==> config.mk <==
export PLATFORM = sky130hd
export DESIGN_NAME = mem_stage
export DESIGN_NICKNAME = d
export VERILOG_FILES = /design/src/rtl/pipe_pkg.sv /design/src/rtl/mem_stage_load_align.sv /design/src/rtl/mem_stage.sv
export SDC_FILE = /design/constraint.sdc
export NUM_CORES = 1
export LEC_CHECK = 0
export ABC_CLOCK_PERIOD_IN_PS = 2300
export BUFFER_PORTS_ARGS = -buffer_cell sky130_fd_sc_hd__buf_2
export CORE_ASPECT_RATIO = 1.75
export CORE_MARGIN = 2
export CORE_UTILIZATION = 30
export DETAILED_ROUTE_END_ITERATION = 10
export PLACE_DENSITY_LB_ADDON = 0.2
export SLEW_MARGIN = 20
export SYNTH_ARGS = -nofsm -noshare
export SYNTH_HDL_FRONTEND = slang
export SYNTH_SLANG_ARGS = --single-unit
==> constraint.sdc <==
create_clock -name clk -period 2.3 [get_ports clk]
set_input_delay 0.23 -clock clk [delete_from_list [all_inputs] [get_ports clk]]
set_output_delay 0.23 -clock clk [all_outputs]
set_load 0.1 [all_outputs]
==> src/rtl/pipe_pkg.sv <==
// Shared pipeline definitions: datapath widths, memory-stage FSM encoding
// and access-size codes used by the optional sub-word path (MEM_SUBWORD_EN).
package pipe_pkg;
  localparam int DATA_W = 32;
  localparam int REG_W  = 5;

  localparam logic [1:0] MEM_SIZE_WORD = 2'b00;
  localparam logic [1:0] MEM_SIZE_HALF = 2'b01;
  localparam logic [1:0] MEM_SIZE_BYTE = 2'b10;

  typedef enum logic {
    MEM_IDLE = 1'b0,
    MEM_WAIT = 1'b1
  } memState_t;
endpackage

==> src/rtl/mem_stage_load_align.sv <==
// Sub-word load extraction, store lane replication and alignment check.
// Compiled only when MEM_SUBWORD_EN is defined.
`ifdef MEM_SUBWORD_EN
module load_align
  import pipe_pkg::*;
(
  input  logic [1:0]        addrLow,
  input  logic [1:0]        memSize,
  input  logic              memSign,
  input  logic [DATA_W-1:0] rdata,
  input  logic [DATA_W-1:0] storeData,
  output logic [DATA_W-1:0] loadData,
  output logic [DATA_W-1:0] laneData,
  output logic [3:0]        byteEn,
  output logic              misaligned
);
  logic [7:0]  byteSel;
  logic [15:0] halfSel;

  assign byteSel = rdata[{addrLow, 3'b000} +: 8];
  assign halfSel = addrLow[1] ? rdata[31:16] : rdata[15:0];

  always_comb begin
    loadData   = rdata;
    laneData   = storeData;
    byteEn     = 4'b1111;
    misaligned = (addrLow != 2'b00);
    case (memSize)
      MEM_SIZE_BYTE: begin
        misaligned = 1'b0;
        byteEn     = 4'b0001 << addrLow;
        laneData   = {4{storeData[7:0]}};
        loadData   = {{24{memSign & byteSel[7]}}, byteSel};
      end
      MEM_SIZE_HALF: begin
        misaligned = addrLow[0];
        byteEn     = addrLow[1] ? 4'b1100 : 4'b0011;
        laneData   = {2{storeData[15:0]}};
        loadData   = {{16{memSign & halfSel[15]}}, halfSel};
      end
      default: ;
    endcase
  end
endmodule
`endif

==> src/rtl/mem_stage.sv <==
// MIPS memory stage: EX/MEM and MEM/WB registers, data-memory handshake with
// ack timeout, forwarding sources. MEM_SUBWORD_EN adds half/byte accesses.
module mem_stage
  import pipe_pkg::*;
#(
  parameter int                ACK_TIMEOUT       = 255,
  parameter logic [DATA_W-1:0] RESET_VECTOR_DATA = 32'h0000_0000
) (
  input  logic              clk,
  input  logic              reset,
  input  logic [DATA_W-1:0] ALUoutEX,
  input  logic [DATA_W-1:0] memwritedataEX,
  input  logic [REG_W-1:0]  regwriteaddrEX,
  input  logic              RegWriteEX,
  input  logic              MemReadEX,
  input  logic              MemWriteEX,
  input  logic              MemtoRegEX,
`ifdef MEM_SUBWORD_EN
  input  logic [1:0]        MemSizeEX,
  input  logic              MemSignEX,
  output logic [3:0]        dmem_be,
`endif
  output logic [DATA_W-1:0] ALUoutMEM,
  output logic [REG_W-1:0]  regwriteaddrMEM,
  output logic              RegWriteMEM,
  output logic              MemReadMEM,
  output logic [DATA_W-1:0] regwritedataWB,
  output logic [REG_W-1:0]  regwriteaddrWB,
  output logic              RegWriteWB,
  output logic              stallMEM,
  output logic              dmem_req,
  output logic              dmem_we,
  output logic [DATA_W-1:0] dmem_addr,
  output logic [DATA_W-1:0] dmem_wdata,
  input  logic [DATA_W-1:0] dmem_rdata,
  input  logic              dmem_ack,
  output logic              align_err,
  output logic              bus_err
);
  localparam logic [15:0] TIMEOUT_LAST = 16'(ACK_TIMEOUT - 1);

  logic [DATA_W-1:0] memwritedataMEM;
  logic              MemWriteMEM;
  logic              MemtoRegMEM;
  logic [DATA_W-1:0] loadData;
  logic              misaligned;
  logic              memOp;
  logic              accessDone;
  memState_t         stateReg, stateNext;
  logic [15:0]       cntReg, cntNext;

  // EX/MEM register: frozen while the memory access is outstanding
  always_ff @(posedge clk) begin
    if (reset) begin
      ALUoutMEM       <= RESET_VECTOR_DATA;
      memwritedataMEM <= RESET_VECTOR_DATA;
      regwriteaddrMEM <= '0;
      RegWriteMEM     <= 1'b0;
      MemReadMEM      <= 1'b0;
      MemWriteMEM     <= 1'b0;
      MemtoRegMEM     <= 1'b0;
    end else if (!stallMEM) begin
      ALUoutMEM       <= ALUoutEX;
      memwritedataMEM <= memwritedataEX;
      regwriteaddrMEM <= regwriteaddrEX;
      RegWriteMEM     <= RegWriteEX;
      MemReadMEM      <= MemReadEX;
      MemWriteMEM     <= MemWriteEX;
      MemtoRegMEM     <= MemtoRegEX;
    end
  end

`ifdef MEM_SUBWORD_EN
  logic [1:0] memSizeMEM;
  logic       memSignMEM;

  always_ff @(posedge clk) begin
    if (reset) begin
      memSizeMEM <= MEM_SIZE_WORD;
      memSignMEM <= 1'b0;
    end else if (!stallMEM) begin
      memSizeMEM <= MemSizeEX;
      memSignMEM <= MemSignEX;
    end
  end

  load_align uAlign (
    .addrLow   (ALUoutMEM[1:0]),
    .memSize   (memSizeMEM),
    .memSign   (memSignMEM),
    .rdata     (dmem_rdata),
    .storeData (memwritedataMEM),
    .loadData  (loadData),
    .laneData  (dmem_wdata),
    .byteEn    (dmem_be),
    .misaligned(misaligned)
  );
`else
  assign loadData   = dmem_rdata;
  assign dmem_wdata = memwritedataMEM;
  assign misaligned = (ALUoutMEM[1:0] != 2'b00);
`endif

  assign memOp     = MemReadMEM | MemWriteMEM;
  assign dmem_addr = ALUoutMEM;
  assign dmem_we   = dmem_req & MemWriteMEM;

  always_ff @(posedge clk) begin
    if (reset) begin
      stateReg <= MEM_IDLE;
      cntReg   <= '0;
    end else begin
      stateReg <= stateNext;
      cntReg   <= cntNext;
    end
  end

  always_comb begin
    stateNext  = stateReg;
    cntNext    = cntReg;
    dmem_req   = 1'b0;
    stallMEM   = 1'b0;
    align_err  = 1'b0;
    bus_err    = 1'b0;
    accessDone = 1'b0;
    case (stateReg)
      MEM_IDLE: begin
        cntNext = '0;
        if (memOp) begin
          if (misaligned) begin
            align_err = 1'b1;
          end else begin
            dmem_req = 1'b1;
            if (dmem_ack) begin
              accessDone = 1'b1;
            end else begin
              stallMEM  = 1'b1;
              stateNext = MEM_WAIT;
            end
          end
        end
      end
      MEM_WAIT: begin
        dmem_req = 1'b1;
        if (dmem_ack) begin
          accessDone = 1'b1;
          stateNext  = MEM_IDLE;
          cntNext    = '0;
        end else if (cntReg >= TIMEOUT_LAST) begin
          // abandoned access leaves as a bubble; stall drops this cycle
          bus_err   = 1'b1;
          stateNext = MEM_IDLE;
          cntNext   = '0;
        end else begin
          stallMEM = 1'b1;
          if (cntReg != 16'hFFFF) cntNext = cntReg + 16'd1;
        end
      end
      default: stateNext = MEM_IDLE;
    endcase
  end

  // MEM/WB register: memory ops that did not complete become bubbles
  always_ff @(posedge clk) begin
    if (reset) begin
      RegWriteWB     <= 1'b0;
      regwriteaddrWB <= '0;
      regwritedataWB <= RESET_VECTOR_DATA;
    end else if (!memOp || accessDone) begin
      RegWriteWB     <= RegWriteMEM;
      regwriteaddrWB <= regwriteaddrMEM;
      regwritedataWB <= MemtoRegMEM ? loadData : ALUoutMEM;
    end else begin
      RegWriteWB <= 1'b0;
    end
  end
endmodule
==> impl_metrics.tcl <==
set metrics [dict create \
    place.gp.congestion 0.769 \
    drive_gt1_share_pct 44.8 \
    die_h_um 186 \
    critPathKind "reg -> out" \
    ir_drop_mv 0.488 \
    place_area_um2 6900 \
    startpoint_type "flop" \
    fin_crit_sh_pct 93.6 \
    die_x_um 108 \
    wl_per_cell_um 16.4 \
    drt_wl_total_um 17400 \
    r2r-start "cntReg[1]" \
    cts_tree "done" \
    port_buffers 253 \
    crit_buf_inv 3 \
    power_density_nw_per_um2 987 \
    core_um2 18500 \
    pin_count 254 \
    design_area_um2 7500 \
    required_ns 2.07 \
    path_delay_family "buffers and inverters" \
    fmax_mhz 464 \
    hold_viol 0 \
    ff_latch_area_um2 2560 \
    path_max_fanout 7 \
    slowest_stage "dfxtp_1" \
    cts_root_buf "clkbuf_16" \
    netlist_instances 603 \
    cts_sinks 128 \
    die-area_um2 20000 \
    syn2layout_area_growth_pct 32.7 \
    dp_hpwl_um 12500 \
    synth_edf_count 0 \
    synthArstFlopShare_pct 0 \
    path_cells "inv_1, ha_1, o211ai_1, buf_4, o2111ai_4, nand2_2, buf_12" \
    clockBufferDepth 2 \
    rsz0062_at_grt "no" \
    synth-main-ff-cell "dfxtp_1" \
    fin_util_pct 40.5 \
    remaining_drc_errors 0 \
    grt_usage_pct 17.1 \
    initial_core_util_pct 30.5 \
    setup_viol 0 \
    seq_area_frac_synth_pct 45.4 \
    path_depth 7 \
    hold_buffers 0 \
    first_iter_violations 204 \
    p_leak_nw 3.53 \
    grt_overflow 0 \
    r2r_cells 7 \
    grt_max_degree 56 \
    antenna_found_initial 2 \
    end_kind "output port" \
    nFillCells 1961 \
    fin_cells 1065 \
    nets 922 \
    drtPass1Iterations 4 \
    synth_xor_area_share_pct 0.775 \
    maxSlewViolCount 0 \
    synth_compound_area_share_pct 19.2 \
    synth-simple-area-share_pct 18.0 \
    grt_pass1_wl_um 26400 \
    netlist_area_um2 5650 \
    clk_pin_slew_ns 0.07 \
    crit_arrival_ns 1.92 \
    numCtsBuffers 17 \
    vias 5070 \
    multiInputGateArea_um2 2540 \
    worst_slew_margin_rel_pct 54.4 \
    setup.worst_path.start "cntReg[0]" \
    power_mw 7.40 \
    grt_pass1_vias 4748 \
    crit_end "stallMEM" \
    synth_seq_cells 128 \
    reg2reg_to "ALUoutMEM[0]" \
    fin_tns_setup_ns 0 \
    ant_nets 0 \
    yosysWarnings 0 \
    max_cap_viol_count 0 \
    ys_types 40 \
    muxShareOfSynthArea_pct 5.67 \
    cpPeakStageDelay_ns 0.36 \
    clk_latency_ns 0.41 \
    reg2reg_slack_ns 0.43 \
    fin_crit_ns 2.15 \
    status "finished, final reports clean" \
    synth_top_family_by_area "compound AO/OA/AOI/OAI gates" \
    dp.cells 1030 \
    htree_levels 4 \
    rows 66 \
    skew_ns 0.0129 \
    synth_fa_ha_area_share_pct 0.443 \
    viasPerCell 4.76 \
    min-delay-path-class "in -> reg" \
    avgSynthCellArea_um2 9.37 \
    tightest_slew_ns 0.684 \
]
==> cell usage after synthesis (3+ instances only) <==
library cell  number  area (um^2)
a211oi_1          32          240
a21oi_1           80          400
buf_2             11         55.1
buf_4             42          315
buf_6             11          124
clkbuf_1          25         93.8
dfxtp_1          128         2560
mux2i_1           32          320
nand2_1           16         60.1
nand3_1           26          130
nand3_2           48          480
nor2_1            43          161
nor4_4             3         63.8
o21ai_1           71          355
xnor2_1            3         26.3
==> tightest hold or removal path: stages <==
cell and delay (ns):
buf_2 0.10, nand3_2 0.04, a21oi_1 0.05
==> metrics by stage <==
stage	worst slack [ns]	hold slack [ns]
after floorplan	-0.405	0.353
after global placement	0.380	0.436
after detailed placement	0.364	0.440
after CTS	0.0484	0.0392
after global routing	0.000814	0.0398
final	0.146	0.0544
==> logic make-up after synthesis <==
group / after synthesis
buf+inv: 90
xor+xnor: 5
other cells: 1
simple gates: 152
fa+ha+maj: 2
flops: 128
mux: 32
compound gates: 193
==> cell type report <==
| class | instances | area share [%] |
|---|---|---|
| sequential | 128 | 34.2 |
| multi-input combinational | 391 | 33.9 |
| timing repair buffer | 273 | 20.0 |
| clock buffer | 18 | 5.72 |
| tap | 238 | 3.97 |
| clock inverter | 14 | 2.05 |
| antenna | 2 | 0.0667 |
| inverter | 1 | 0.0501 |
==> placed cells by master (no fill, tap or decap), drive strengths merged, types with 2 or more instances in the layout <==
master    instances
inv               7
o21bai            2
ha                2
o21ai            71
bufinv            2
nand4             3
o211ai            2
conb              7
a21oi            81
nor2b             2
buf             272
clkbuf           19
mux2i            32
nor2             44
clkinvlp          2
xor2              2
diode             2
or2               2
and2              2
dfxtp           128
nor4              4
a211oi           32
nand2            16
nand3            74
xnor2             3
clkinv            4
==> worst min-delay path by stage <==
stage          depth (start not counted)         startpoint  slack (ns)                 to
2_1_floorplan                          2          MemReadEX        0.35         MemReadMEM
3_3_place_gp                           2  regwriteaddrWB[4]        0.44  regwriteaddrWB[4]
3_5_place_dp                           2  regwriteaddrWB[1]        0.44  regwriteaddrWB[1]
4_1_cts                                3          MemReadEX        0.04         MemReadMEM
5_1_grt                                3          MemReadEX        0.04         MemReadMEM
6_report                               3       ALUoutEX[19]        0.05      ALUoutMEM[19]
==> per-layer routing <==
metal	GRT usage, %	wire length [um]
met1	19.6	6840
met2	30.7	9460
met3	3.64	784
met4	6.41	356
met5	0	13
==> sequential cells by signal, indices dropped and copies added, names as in the netlist <==
register and cells:
ALUoutMEM 32, dmem_wdata 32, regwritedataWB 32, cntReg 16
regwriteaddrMEM 5, regwriteaddrWB 5, MemReadMEM 1, MemWriteMEM 1
MemtoRegMEM 1, RegWriteMEM 1, RegWriteWB 1, stateReg 1
==> timing repair <==
| item | in CTS | in global routing |
|---|---|---|
| endpoints found under the hold margin | 0 | 0 |
| pin swaps | 1 | 0 |
| buffers inserted | 1 | 0 |
| endpoints found under the setup margin | 1 | 2 |
| gates resized for setup | 0 | 2 |
==> report_power, final <==
group / total (mW) / internal (mW) / switching, mW
clock: 2.69 / 1.62 / 1.07
sequential: 2.50 / 2.38 / 0.113
combinational: 2.21 / 0.389 / 1.82
(Power assumes the default switching activity.)
